==> src/rtl/prog_bool_lut_pkg.sv <==
// Shared types and helpers for the programmable boolean LUT.
package prog_bool_lut_pkg;

    typedef enum logic [1:0] {
        ST_UNPROG = 2'd0,
        ST_LOAD   = 2'd1,
        ST_RUN    = 2'd2
    } state_e;

    function automatic int unsigned tt_width(input int unsigned n);
        return 32'd1 << n;
    endfunction

endpackage

==> src/rtl/bool_lut_ch.sv <==
// One channel: active truth table plus registered N_IN-to-1 lookup.
module bool_lut_ch
    import prog_bool_lut_pkg::*;
#(
    parameter  int unsigned N_IN = 4,
    localparam int unsigned TT_W = tt_width(N_IN)
) (
    input  logic              clk,
    input  logic              rst,
    input  logic              we_i,
    input  logic [TT_W-1:0]   wdata_i,
    input  logic              en_i,
    input  logic [N_IN-1:0]   sel_i,
    output logic              y_o
);

    logic [TT_W-1:0] table_q;
    logic            y_q;

    // Lookup reads the pre-write table, so a vector on the commit edge sees the old function.
    always_ff @(posedge clk) begin
        if (rst) begin
            table_q <= '0;
            y_q     <= 1'b0;
        end else begin
            if (we_i) begin
                table_q <= wdata_i;
            end
            if (en_i) begin
                y_q <= table_q[sel_i];
            end
        end
    end

    assign y_o = y_q;

endmodule

==> src/rtl/prog_bool_lut.sv <==
// Programmable registered boolean evaluator: bit-serial table loader, N_CH lookup channels.
module prog_bool_lut
    import prog_bool_lut_pkg::*;
#(
    parameter  int unsigned N_IN = 4,
    parameter  int unsigned N_CH = 2,
    localparam int unsigned CH_W = (N_CH > 1) ? $clog2(N_CH) : 1
) (
    input  logic              clk,
    input  logic              rst,
    input  logic              cfg_start,
    input  logic [CH_W-1:0]   cfg_ch,
    input  logic              cfg_valid,
    input  logic              cfg_bit,
    output logic              cfg_ready,
    output logic              cfg_done,
    output logic              cfg_err,
    input  logic              in_valid,
    input  logic [N_IN-1:0]   in_data,
    output logic              out_valid,
    output logic [N_CH-1:0]   y,
    output logic              armed
);

    localparam int unsigned TT_W = tt_width(N_IN);

    state_e            state_q;
    logic [TT_W-1:0]   shadow_q;
    logic [TT_W-1:0]   shadow_d;
    logic [N_IN-1:0]   cnt_q;
    logic [CH_W-1:0]   ch_q;
    logic              armed_q;
    logic              ready_q;
    logic              done_q;
    logic              err_q;
    logic              out_valid_q;

    logic              start_ok_c;
    logic              accept_c;
    logic              last_c;

    // A start pulse always wins over a bit presented in the same cycle.
    assign start_ok_c = cfg_start && (32'(cfg_ch) < N_CH);
    assign accept_c   = (state_q == ST_LOAD) && cfg_valid && !cfg_start;
    assign last_c     = accept_c && (cnt_q == N_IN'(TT_W - 1));
    assign shadow_d   = {cfg_bit, shadow_q[TT_W-1:1]};

    always_ff @(posedge clk) begin
        if (rst) begin
            state_q     <= ST_UNPROG;
            shadow_q    <= '0;
            cnt_q       <= '0;
            ch_q        <= '0;
            armed_q     <= 1'b0;
            ready_q     <= 1'b0;
            done_q      <= 1'b0;
            err_q       <= 1'b0;
            out_valid_q <= 1'b0;
        end else begin
            done_q      <= 1'b0;
            err_q       <= 1'b0;
            out_valid_q <= in_valid;
            if (cfg_start) begin
                shadow_q <= '0;
                cnt_q    <= '0;
                if (start_ok_c) begin
                    state_q <= ST_LOAD;
                    ch_q    <= cfg_ch;
                    ready_q <= 1'b1;
                end else begin
                    state_q <= armed_q ? ST_RUN : ST_UNPROG;
                    ready_q <= 1'b0;
                    err_q   <= 1'b1;
                end
            end else if (accept_c) begin
                shadow_q <= shadow_d;
                if (last_c) begin
                    state_q <= ST_RUN;
                    cnt_q   <= '0;
                    ready_q <= 1'b0;
                    done_q  <= 1'b1;
                    armed_q <= 1'b1;
                end else begin
                    cnt_q <= cnt_q + N_IN'(1);
                end
            end
        end
    end

    for (genvar k = 0; k < N_CH; k++) begin : g_ch
        bool_lut_ch #(.N_IN(N_IN)) u_ch (
            .clk     (clk),
            .rst     (rst),
            .we_i    (last_c && (ch_q == CH_W'(k))),
            .wdata_i (shadow_d),
            .en_i    (in_valid),
            .sel_i   (in_data),
            .y_o     (y[k])
        );
    end

    assign cfg_ready = ready_q;
    assign cfg_done  = done_q;
    assign cfg_err   = err_q;
    assign out_valid = out_valid_q;
    assign armed     = armed_q;

endmodule

==> config.mk <==
export PLATFORM = sky130hd
export DESIGN_NAME = prog_bool_lut
export DESIGN_NICKNAME = d
export VERILOG_FILES = /design/src/rtl/prog_bool_lut_pkg.sv /design/src/rtl/bool_lut_ch.sv /design/src/rtl/prog_bool_lut.sv
export SDC_FILE = /design/constraint.sdc
export NUM_CORES = 1
export LEC_CHECK = 0
export CAP_MARGIN = 10
export CORE_UTILIZATION = 52
export CTS_CLUSTER_SIZE = 16
export DETAILED_ROUTE_END_ITERATION = 8
export GPL_ROUTABILITY_DRIVEN = 0
export MAX_ROUTING_LAYER = met4
export PLACE_DENSITY = 0.75
export SYNTH_ARGS = -nofsm -noshare
export SYNTH_HDL_FRONTEND = slang
export SYNTH_SLANG_ARGS = --single-unit
==> constraint.sdc <==
create_clock -name clk -period 1.75 [get_ports clk]
set_input_delay 0.35 -clock clk [delete_from_list [all_inputs] [get_ports clk]]
set_output_delay 0.35 -clock clk [all_outputs]
set_load 0.03 [all_outputs]
==> impl_results.md <==
- # Post-CTS Setup Buffers: 0
- Worst path max stage delay: 0.68 ns
- Flop pwr share: 51.8%
- Critical Path Source: armed$_SDFFE_PP0P_
- NetSw: 0.000616 W
- Critical Path End Type: primary output
- Cts bufs inserted: 9
- PD cells: 893 nW/um^2
- Crit path DAT: 1.34 ns
- N_diodes: 0
- Number of placed instances, taps included: 347
- Commonest non-fill, non-tap cell in the layout: dfxtp_1
- DRT iter0 DRCs: 176
- Number of synthesis warnings: 0
- Net Sw Frac: 23.5%
- Root Buffer: clkbuf_8
- Worst-Skew Late Latency: 0.33 ns
- Die Y: 70.7 um
- IO Count: 18
- Worst Hold Depth: 2
- LEAKAGE: 1.03 nW
- DRT Pass-1 Iters: 7
- Max Slew Vio Count: 0
- Syn avg cell area: 8.71 um^2
- RSZ-0062 raised after global routing: no
- Flop2flop setup slack: 0.15 ns
- Fraction of layout cells with a size suffix above 1: 13.5%
- Routed Wire Length: 5.22 mm
- Top delay family on crit path: buffers and inverters
- Commonest cells after routing, fill and taps aside: dfxtp_1, nand2_1, a21oi_1
- Worst VDD drop: 0.505 mV
- Yosys reg bits: 59
- # port buffers: 16
- WL per Instance: 14.4 um
- Layout net count: 318
- Buffers plus inverters on the worst setup path: 1
- Area growth syn-to-layout: 19.4%
- GRT Util Overall: 24.0%
- H-tree depth: 3
- CP required: 1.40 ns
- CTS tree: done
- Mapped cell area: 2460 um^2
- Hold Path Class: reg2reg
- Count of final setup violators: 0
- Final Hold Fails: 0
- Site row count: 24
- Worst r2r path cells: 6
- Core Region: 4440 um^2
- Max-Cap Viols: 0
- Outcome: finished with violations
- DIE AREA: 5000 um^2
- CTS max path bufs: 2
- Global-route wire length before repair: 8.83 mm
- Via Count: 2033
- Reg clk slew, reported paths: 0.07 ns
- Final Cycle Share: 96.4%
- Post-synth cell types: 29
- Largest net degree at the start of global routing: 37
- Final core area utilization: 66.0%
- Worst path slowest cell: clkdlybuf4s50_1
- Dominant cells by area after synthesis: dfxtp_1, mux2i_1, nand2_1
- Initial antenna violation count: 0
- Worst reg2reg endpoint: g_ch[0].u_ch.table_q[10]$_SDFFE_PP0P_
- Hold EP: g_ch[1].u_ch.table_q[4]$_SDFFE_PP0P_
- Critical path class: reg2out
- Worst min-delay path startpoint: g_ch[1].u_ch.table_q[4]$_SDFFE_PP0P_
- Power Internal: 0.00200 W
- Mapped Nets: 294
- Clk sinks: 59
- HPWL after DPL: 3.47 mm
- Vias in the first global route: 1824
- Worst reg2reg startpoint: cnt_q[1]$_SDFFE_PP0P_
- Startpoint Class: flip-flop
- Synth top area share: 48.1%
- Failing checks: design-rule violations
- Grt ovf: 0
- Ordered list of cells on the worst path: clkdlybuf4s50_1
- Initial Util: 55.3%
- DRC viols: 2
- Gate power share: 6.4%
- CP max FO: 2
- Layout Cells excl Fill: 363
- Fin Hold WS: 0.456 ns
- Post-synthesis cell count: 282
- Die span in x: 70.7 um
- Post-synthesis sequential area ratio: 48.1%
- Vias per inst: 5.60
- Largest area contributor in the netlist: dfxtp_1
- Layout Skew: 0.00918 ns
- Antenna Nets Post-Route: 0
- Fmax: 0.593 GHz
- Minimum clock period: 1.69 ns
- Clock power frac: 41.8%
[cells by family after synthesis]
family | count (synthesis) | synth area share [%]
other | 1 | 0.153
DFF | 59 | 48.1
and+or+nand+nor | 123 | 23.8
xor gates and xnor gates | 1 | 0.357
AOI/OAI and AO/OA | 43 | 9.27
buffers and inverters | 21 | 4.38
muxes | 33 | 13.4
adders and majority gates | 1 | 0.509
[through the flow]
stage | instance area (um^2) | TNS, ns | power (W) | setup slack, ns
floorplan | 2460 | 0 | 0.00148 | 0.00935
global placement | 2750 | -4.40 | 0.00155 | -0.162
detailed placement | 2750 | -6.45 | 0.00155 | -0.218
CTS | 2930 | 0 | 0.00265 | 0.0344
global route | 2930 | 0 | 0.00273 | 0.00186
finish | 2930 | 0 | 0.00262 | 0.0632
[power groups by stage]
stage	combinational [W]	sequential [W]	clock, W
global placement	0.000165	0.00139	0
global route	0.000178	0.00136	0.00119
floorplan	0.0000921	0.00139	0
detailed placement	0.000166	0.00139	0
finish	0.000166	0.00136	0.00110
CTS	0.000166	0.00136	0.00112
[layer usage]
| layer | share of wire, % | track usage, % | routed length, um |
|---|---|---|---|
| met3 | 6.5 | 5.56 | 339 |
| met5 | 0 | - | 0 |
| met4 | 0.84 | 14.0 | 44 |
| met2 | 46 | 33.1 | 2410 |
| met1 | 46 | 32.1 | 2420 |
[synthesized netlist by cell type, drive strengths merged]
master,number
a211oi,1
a21oi,37
a22oi,4
and2,2
buf,11
clkbuf,9
conb,1
dfxtp,59
ha,1
inv,1
mux2i,33
nand2,56
nand3,24
nand4,3
nand4bb,1
nor2,26
nor2b,3
nor3,3
nor4,1
nor4bb,1
o21ai,1
or2,1
or3,1
or3b,1
xnor2,1
[registers in the layout, indices dropped and copies added (netlist names)]
register           count
state_q                2
ch_q                   1
armed                  1
out_valid              1
g_ch.u_ch.y_o          2
shadow_q              15
cnt_q                  4
g_ch.u_ch.table_q     32
cfg_done               1
[worst register-to-register path: stages (launching register included)]
cell and delay, ns:
dfxtp_1 0.37, ha_2 0.23, nand2_2 0.11, nor4_4 0.27, buf_12 0.21, mux2i_1 0.22, nor2_1 0.06
[worst max-delay path by stage]
| stage | end | slack, ns | cells past startpoint |
|---|---|---|---|
| 2_1_floorplan | g_ch[0].u_ch.table_q[10]$_SDFFE_PP0P_ | 0.009 | 6 |
| 3_3_place_gp | cnt_q[3]$_SDFFE_PP0P_ | -0.16 | 6 |
| 3_5_place_dp | cnt_q[3]$_SDFFE_PP0P_ | -0.22 | 6 |
| 4_1_cts | armed | 0.03 | 1 |
| 5_1_grt | armed | 0.002 | 1 |
| 6_report | armed | 0.06 | 1 |
[cell type report]
cell class	instances	area, um^2
fill	379	1510
sequential	59	1180
multi-input combinational	202	1180
timing repair buffer	33	324
clock buffer	11	151
tap	52	65.1
clock inverter	5	27.5
inverter	1	3.75
[what timing repair did]
| item | 4_1_cts | 5_1_grt |
|---|---|---|
| gates cloned | 0 | 0 |
| setup endpoints to repair | 1 | 7 |
| hold endpoints to repair | 0 | 0 |
| gates resized for setup | 1 | 2 |
| hold buffers | 0 | 0 |
No activity file was read; power rests on OpenSTA's default activity.
